### config.mk
export PLATFORM = sky130hd
export DESIGN_NAME = simmem_wresp_scheduler
export DESIGN_NICKNAME = d
export VERILOG_FILES = /design/src/rtl/simmem_wresp_scheduler.sv
export SDC_FILE = /design/constraint.sdc
export NUM_CORES = 1
export LEC_CHECK = 0
export CAP_MARGIN = 20
export CORE_AREA = 2 2 174 176
export CTS_CLUSTER_DIAMETER = 120
export DETAILED_ROUTE_END_ITERATION = 10
export DIE_AREA = 0 0 176 178
export HOLD_SLACK_MARGIN = 0.1
export PLACE_DENSITY_LB_ADDON = 0.2
export SLEW_MARGIN = 20
export SYNTH_ARGS = -nofsm -noshare
export SYNTH_HDL_FRONTEND = slang
export SYNTH_SLANG_ARGS = --single-unit
### constraint.sdc
create_clock -name clk_i -period 19.2 [get_ports clk_i]
set_input_delay 1.92 -clock clk_i [delete_from_list [all_inputs] [get_ports clk_i]]
set_output_delay 1.92 -clock clk_i [all_outputs]
set_load 0.02 [all_outputs]
### src/rtl/simmem_wresp_scheduler.sv
// Write-response scheduler for the simulated memory: tracks outstanding write bursts,
// ages each one by its simulated latency and releases responses in per-ID order.
module simmem_wresp_scheduler #(
  parameter int NumSlots   = 8,
  parameter int IDWidth    = 4,
  parameter int DelayWidth = 6
) (
  input  logic                            clk_i,
  input  logic                            rst_i,
  input  logic                            req_valid_i,
  output logic                            req_ready_o,
  input  logic [IDWidth-1:0]              req_id_i,
  input  logic [DelayWidth-1:0]           req_delay_i,
  output logic                            rel_valid_o,
  input  logic                            rel_ready_i,
  output logic [IDWidth-1:0]              rel_id_o,
  output logic [$clog2(NumSlots+1)-1:0]   occupancy_o
);

  localparam int OccWidth  = $clog2(NumSlots + 1);
  localparam int IdxWidth  = (NumSlots > 1) ? $clog2(NumSlots) : 1;
  localparam int RankWidth = IdxWidth;

  // ST_IDLE: offer the oldest eligible slot | ST_HOLD: keep offering the latched slot until accepted
  typedef enum logic {ST_IDLE, ST_HOLD} state_e;

  state_e                  r_state;
  state_e                  w_state_nxt;
  logic [IdxWidth-1:0]     r_lock_idx;
  logic [NumSlots-1:0]     r_valid;
  logic [IDWidth-1:0]      r_id   [NumSlots];
  logic [DelayWidth-1:0]   r_cnt  [NumSlots];
  logic [RankWidth-1:0]    r_rank [NumSlots];
  logic [OccWidth-1:0]     r_occ;

  logic [NumSlots-1:0]     w_elig;
  logic                    w_any_elig;
  logic [IdxWidth-1:0]     w_sel_idx;
  logic [RankWidth-1:0]    w_best_rank;
  logic [IdxWidth-1:0]     w_free_idx;
  logic [IdxWidth-1:0]     w_rel_idx;
  logic                    w_rel_fire;
  logic                    w_ins;
  logic [RankWidth-1:0]    w_ins_rank;

  // A slot is blocked while an older burst with the same ID is still pending.
  always_comb begin
    w_elig = '0;
    for (int i = 0; i < NumSlots; i++) begin
      w_elig[i] = r_valid[i] && (r_cnt[i] == '0);
      for (int j = 0; j < NumSlots; j++) begin
        if (r_valid[j] && (r_id[j] == r_id[i]) && (r_rank[j] < r_rank[i])) begin
          w_elig[i] = 1'b0;
        end
      end
    end
  end

  always_comb begin
    w_any_elig  = 1'b0;
    w_sel_idx   = '0;
    w_best_rank = '1;
    for (int i = 0; i < NumSlots; i++) begin
      if (w_elig[i] && (!w_any_elig || (r_rank[i] < w_best_rank))) begin
        w_any_elig  = 1'b1;
        w_sel_idx   = IdxWidth'(i);
        w_best_rank = r_rank[i];
      end
    end
  end

  always_comb begin
    w_free_idx = '0;
    for (int i = NumSlots - 1; i >= 0; i--) begin
      if (!r_valid[i]) begin
        w_free_idx = IdxWidth'(i);
      end
    end
  end

  always_comb begin
    w_state_nxt = r_state;
    rel_valid_o = 1'b0;
    w_rel_idx   = w_sel_idx;
    case (r_state)
      ST_IDLE: begin
        rel_valid_o = w_any_elig;
        if (w_any_elig && !rel_ready_i) begin
          w_state_nxt = ST_HOLD;
        end
      end
      ST_HOLD: begin
        rel_valid_o = 1'b1;
        w_rel_idx   = r_lock_idx;
        if (rel_ready_i) begin
          w_state_nxt = ST_IDLE;
        end
      end
      default: w_state_nxt = ST_IDLE;
    endcase
  end

  assign w_rel_fire  = rel_valid_o && rel_ready_i;
  assign req_ready_o = (r_occ != OccWidth'(NumSlots));
  assign w_ins       = req_valid_i && req_ready_o;
  assign w_ins_rank  = RankWidth'(r_occ - OccWidth'(w_rel_fire));
  assign rel_id_o    = rel_valid_o ? r_id[w_rel_idx] : '0;
  assign occupancy_o = r_occ;

  always_ff @(posedge clk_i or posedge rst_i) begin
    if (rst_i) begin
      r_state    <= ST_IDLE;
      r_lock_idx <= '0;
    end else begin
      r_state <= w_state_nxt;
      if ((r_state == ST_IDLE) && (w_state_nxt == ST_HOLD)) begin
        r_lock_idx <= w_sel_idx;
      end
    end
  end

  // Insert and release may hit different slots on the same edge; the new slot is never the released one.
  always_ff @(posedge clk_i or posedge rst_i) begin
    if (rst_i) begin
      r_valid <= '0;
      r_occ   <= '0;
      for (int i = 0; i < NumSlots; i++) begin
        r_id[i]   <= '0;
        r_cnt[i]  <= '0;
        r_rank[i] <= '0;
      end
    end else begin
      r_occ <= r_occ + OccWidth'(w_ins) - OccWidth'(w_rel_fire);
      for (int i = 0; i < NumSlots; i++) begin
        if (r_valid[i] && (r_cnt[i] != '0)) begin
          r_cnt[i] <= r_cnt[i] - DelayWidth'(1);
        end
        if (w_rel_fire && r_valid[i] && (r_rank[i] > r_rank[w_rel_idx])) begin
          r_rank[i] <= r_rank[i] - RankWidth'(1);
        end
        if (w_rel_fire && (IdxWidth'(i) == w_rel_idx)) begin
          r_valid[i] <= 1'b0;
        end
        if (w_ins && (IdxWidth'(i) == w_free_idx)) begin
          r_valid[i] <= 1'b1;
          r_id[i]    <= req_id_i;
          r_cnt[i]   <= req_delay_i;
          r_rank[i]  <= w_ins_rank;
        end
      end
    end
  end

endmodule
==> flow_metrics.tcl, run 1 <==
set metrics [dict create \
    timing.fmax_mhz 57.4 \
    setup_viol 0 \
    grt_max_degree 64 \
    area_delta_synth_final_pct 9.00 \
    crit_path_end_kind "output pin" \
    crit_top_cell "ha_1" \
    ys_async_sr_fraction_pct 100 \
    synth_seq_area_share_pct 24.7 \
    clockBufferDepth 2 \
    antenna_cells 0 \
    die_area_um2 31300 \
    viasPerCell 6.16 \
    root_buffer "clkbuf_16" \
    antenna_found_initial 0 \
    slowest_stage "dfrtp_1" \
    synth_cell_types 90 \
    maxSlewHeadroom_pct 22.3 \
    num_vias 11200 \
    synth.most_common_cell "ha_1" \
    rsz0062_at_grt "no" \
    synthSimpleGateAreaFrac_pct 20.4 \
    worstPathMaxFanout 17 \
    crit_arrival_ns 15.49 \
    detail_route.wirelength_um 40500 \
    max_stage_delay_ns 0.76 \
    htreeDepth 4 \
    grt_pass1_wl_um 63000 \
    synth_top_cell_area_share_pct 24.7 \
    synth_top_family_by_area "simple AND/OR/NAND/NOR gates" \
    fin_nets 1567 \
    ant_nets 0 \
    synth_xor_area_share_pct 12.0 \
    rows 63 \
    tns_ns 0 \
    drt_iter0_drc 1086 \
    required_ns 17.28 \
    status "completed" \
    hold_viol_final 0 \
    worstMarginPinSlew_ns 1.13 \
    port-buffer-count 23 \
    synth-seq-cells 120 \
    max-cap-violations 0 \
    synth_nets 1586 \
    synth_edf_count 0 \
    synth_common_cells "133 x ha_1, 125 x nand2_1, 120 x dfrtp_1, 108 x xor2_1, 82 x inv_1" \
    synth_top_area_cell "dfrtp_1" \
    ys.flop_type "dfrtp_1" \
    min_period_over_period_pct 90.7 \
    critPathBufInv 6 \
    fin_crit_ns 17.41 \
    fin_skew_ns 0.0151 \
    clkTransAtPathRegs_ns 0.06 \
    synth_compound_area_share_pct 18.4 \
    netlist_top_cells_area "dfrtp_1 25%, ha_1 14%, xor2_1 7.8%" \
    route.detailed.drc 0 \
    cpLargestDelayFamily "compound AO/OA/AOI/OAI gates" \
    synthCells 1438 \
    post_drt_wl_per_cell_um 22.3 \
    dp_hpwl_um 29600 \
    critPathKind "flop to output pin" \
    clk_latency_ns 0.43 \
    place_congestion 0.958 \
    post_cts_resized 0 \
    grt-ovfl-total 0 \
    startpoint_type "flop" \
    ys.warnings.count 0 \
    io_pins 24 \
    slew_violations 0 \
    synth_mux_area_share_pct 4.77 \
    synth_area_per_cell_um2 8.46 \
    core_um2 29400 \
    cts_tree "yes" \
    start_util_pct 41.4 \
    drive_above_1_share_pct 8.74 \
    grt_use_total_pct 26.3 \
    syn_area_um2 12200 \
    clock_sinks 120 \
    drt_first_pass_iters 6 \
    die_x_um 176 \
    synth_fa_ha_area_share_pct 14.0 \
    grt_pass1_vias 10700 \
    cts_buffers 17 \
    fp.dieH_um 178 \
    hp-class "flop to flop" \
    nFillCells 2906 \
    cts_setup_buffers 0 \
    cts_hold_buffers 0 \
]
-- path summary, 6_finish.rpt --
check | from | end | slack [ns] | depth (start not counted)
min | r_cnt[7] | r_cnt[7] | 0.54 | 2
max | r_rank[16] | rel_id_o[3] | 1.79 | 61
min reg2reg | r_cnt[7] | r_cnt[7] | 0.54 | 2
max in group asynchronous | rst_i | r_cnt[24] | 15.86 | 3
min in group asynchronous | rst_i | r_id[9] | 2.00 | 2
max reg2reg | r_rank[16] | r_rank[20] | 2.27 | 68
-- worst min-delay path, delay by kind of cell, from the launching register on --
family	cells	cell delay, ns
simple gates	1	0.07
flops	1	0.36
compound gates	1	0.07
-- kinds of logic after synthesis --
| group | after synthesis |
|---|---|
| AOI/OAI and AO/OA | 315 |
| xor gates and xnor gates | 166 |
| adders and majority gates | 136 |
| buffers and inverters | 168 |
| DFF | 120 |
| muxes | 53 |
| and+or+nand+nor | 480 |
-- through the flow --
stage | instance area [µm²] | instances | util, % | hold slack, ns | setup WS, ns
finish | 13300 | 1821 | 45.1 | 0.540 | 1.79
detailed placement | 12700 | 1790 | 43.2 | 0.526 | 2.59
CTS | 13300 | 1821 | 45.1 | 0.546 | 2.05
global route | 13300 | 1821 | 45.1 | 0.582 | 0.719
floorplan | 12200 | 1438 | - | 0.487 | 5.19
global placement | 12700 | 1790 | 43.2 | 0.522 | 2.80
-- per-layer routing --
metal | vias to the layer above | GRT usage [%] | share of wire (%)
li1 | 5204 | - | -
met1 | 5448 | 36.5 | 45
met2 | 469 | 40.4 | 43
met3 | 93 | 3.75 | 6.9
met4 | 0 | 12.2 | 4.6
met5 | - | 0 | 0
-- area by class of cell --
| cell class | instances | area (µm²) | area share, % |
|---|---|---|---|
| multi-input cells | 1150 | 8500 | 64.1 |
| flip-flops and latches | 120 | 3000 | 22.7 |
| well taps | 390 | 488 | 3.68 |
| clock buffers | 18 | 429 | 3.24 |
| repair buffers | 45 | 395 | 2.98 |
| inverters | 85 | 322 | 2.43 |
| clock inverters | 13 | 121 | 0.916 |
-- layout by cell type, fill, tap and decap left out, types with 35 or more instances in the layout --
cell,n
a21oi_1,78
xor2_1,107
o21ai_0,44
nand3_1,65
dfrtp_1,120
nand2_1,125
xnor2_1,58
ha_1,133
nor2_1,76
inv_1,81
mux2_2,35
-- sequential cells by signal, indices dropped and copies added, names as in the netlist --
name	count
r_cnt	48
occupancy_o	4
r_lock_idx	3
r_id	32
r_state	1
r_valid	8
r_rank	24
Power of run 1 is left out: the tool's default activity adds up to more than one toggle a clock period on the data nets, which glitch-free logic cannot reach.
==> run 2: changes to the inputs <==
--- a/config.mk
+++ b/config.mk
@@ -12,4 +12,5 @@
 export DIE_AREA = 0 0 176 178
+export GPL_TIMING_DRIVEN = 0
 export HOLD_SLACK_MARGIN = 0.1
-export PLACE_DENSITY_LB_ADDON = 0.2
+export PLACE_DENSITY = 0.62
 export SLEW_MARGIN = 20
--- a/constraint.sdc
+++ b/constraint.sdc
@@ -3,2 +3,2 @@
 set_output_delay 1.92 -clock clk_i [all_outputs]
-set_load 0.02 [all_outputs]
+set_load 0.01 [all_outputs]
==> run 2 against run 1 <==
Clock skew decreased by 0.0046 ns. Worst setup slack got worse by 0.23 ns. First-iteration DRC count increased by 5.3%. Global-route usage increased by 1.4 points. Via count increased by 3.7%. Fmax decreased by 1.3%. Sequential share of layout area decreased by 0.37 points. Register-to-register slack got worse by 0.44 ns. Clock-buffer cell count increased by 1. Cell count increased by 3.2%. Die area unchanged. Critical endpoint is now rel_id_o[0]. Highest routed layer unchanged.
==> flow_metrics.tcl, run 2 (synthesis gave the netlist of run 1 again) <==
set metrics [dict create \
    fin_skew_ns 0.0105 \
    final_util_pct 45.8 \
    required_ns 17.28 \
    crit_arrival_ns 15.71 \
    nFillCells 2887 \
    area_delta_synth_final_pct 10.8 \
    port-buffer-count 18 \
    post_cts_resized 0 \
    ant_nets 0 \
    seq_area_um2 3000 \
    post_drt_wl_per_cell_um 22.7 \
    rows 63 \
    grt_use_total_pct 27.7 \
    core_um2 29400 \
    min_to "occupancy_o[0]" \
    rsz0062_at_grt "no" \
    crit_path_end_kind "output pin" \
    critPathKind "flop to output pin" \
    layout_commonest_cell "ha_1" \
    drt_iter0_drc 1144 \
    slew_violations 0 \
    grt_pass1_vias 10900 \
    clockBufferDepth 2 \
    maxSlewHeadroom_pct 32.6 \
    regMostFlops "r_cnt" \
    min_from "occupancy_o[0]" \
    die_area_um2 31300 \
    multi_input_area_um2 8490 \
    grt_pass1_wl_um 65600 \
    clk_latency_ns 0.44 \
    clock_sinks 120 \
    final_cell_mix "133 x ha_1, 125 x nand2_1, 120 x dfrtp_1" \
    slowest_stage "o22ai_1" \
    antenna_found_initial 0 \
    fp.dieH_um 178 \
    drive_above_1_share_pct 9.94 \
    max-cap-violations 0 \
    min_period_over_period_pct 91.8 \
    fin_cells 1879 \
    cts_tree "yes" \
    status "completed" \
    detail_route.wirelength_um 42600 \
    hold_viol_final 0 \
    rr_worst_depth 72 \
    worstPathMaxFanout 10 \
    timing.rr.end "r_rank[23]" \
    worstHoldPathCells 1 \
    htreeDepth 4 \
    num_vias 11600 \
    fin_crit_ns 17.63 \
    startpoint_type "flop" \
    largest_reg_flops 48 \
    start_util_pct 41.4 \
    max_stage_delay_ns 0.54 \
    fin_nets 1626 \
    setup_viol 0 \
    antenna_cells 0 \
    grt-ovfl-total 0 \
    drt_first_pass_iters 7 \
    largestRegisters "r_cnt (48), r_id (32), r_rank (24)" \
    root_buffer "clkbuf_16" \
    cts_buffers 17 \
    dp_hpwl_um 31300 \
    route.detailed.drc 0 \
    worstMarginPinSlew_ns 1.01 \
    viasPerCell 6.19 \
    io_pins 24 \
    die_x_um 176 \
    clkTransAtPathRegs_ns 0.06 \
    timing.fmax_mhz 56.7 \
    rrSetupSlack_ns 1.83 \
    cts_setup_buffers 0 \
    hp-class "flop to flop" \
    r2r_start "r_rank[7]" \
    tns_ns 0 \
    dpl.cell_count 1849 \
    cts_hold_buffers 0 \
    place_congestion 0.962 \
    grt_max_degree 65 \
]
[run 2: cell types whose count changed in the layout (fill, tap and decap cells not counted), sizes merged]
cell           before  now
buf                22   44
bufinv              1    2
clkbuf             18   61
clkdlybuf4s50      23   18
clkinv              5    6
clkinvlp            5    3
inv                87   85
[run 2: worst max path at each step]
stage / startpoint / endpoint / slack (ns) / depth (start not counted)
6_report: r_rank[7] / rel_id_o[0] / 1.57 / 66
5_1_grt: r_rank[16] / rel_id_o[1] / 0.61 / 66
4_1_cts: r_rank[16] / rel_id_o[1] / 1.96 / 66
3_5_place_dp: r_rank[16] / r_rank[23] / 2.13 / 72
3_3_place_gp: r_rank[16] / r_rank[23] / 1.76 / 72
2_1_floorplan: r_rank[16] / rel_id_o[2] / 5.33 / 63
[run 2: per-stage QoR]
step	hold WS, ns	cell area, µm²	worst slack, ns
after floorplan	0.487	12200	5.33
after global routing	0.574	13500	0.607
after CTS	0.537	13500	1.96
after detailed placement	0.522	12900	2.13
final	0.534	13500	1.57
after global placement	0.514	12800	1.76
[run 2: metal layers]
layer | vias to the layer above | GRT usage, % | share of wire [%]
met4 | 0 | 14.6 | 5.9
met2 | 537 | 43.9 | 44
li1 | 5323 | - | -
met5 | - | 0 | 0
met1 | 5633 | 36.7 | 42
met3 | 131 | 4.13 | 8.0
[run 2: final cells by class]
class,instances,share of cell area (%)
multi-input combinational,1150,63.0
tap,390,3.62
buffer,83,2.75
inverter,85,2.42
timing repair buffer,21,1.65
clock inverter,11,0.919
sequential,120,22.3
clock buffer,19,3.36
[run 2: worst max-delay path, delay by kind of cell (launching register included)]
family / cells / cell delay (ns)
DFF: 1 / 0.40
AOI/OAI and AO/OA: 26 / 6.12
and+or+nand+nor: 20 / 2.99
muxes: 1 / 0.36
buffers and inverters: 11 / 2.96
adders and majority gates: 8 / 2.38
Power of run 2 is left out for the same reason.
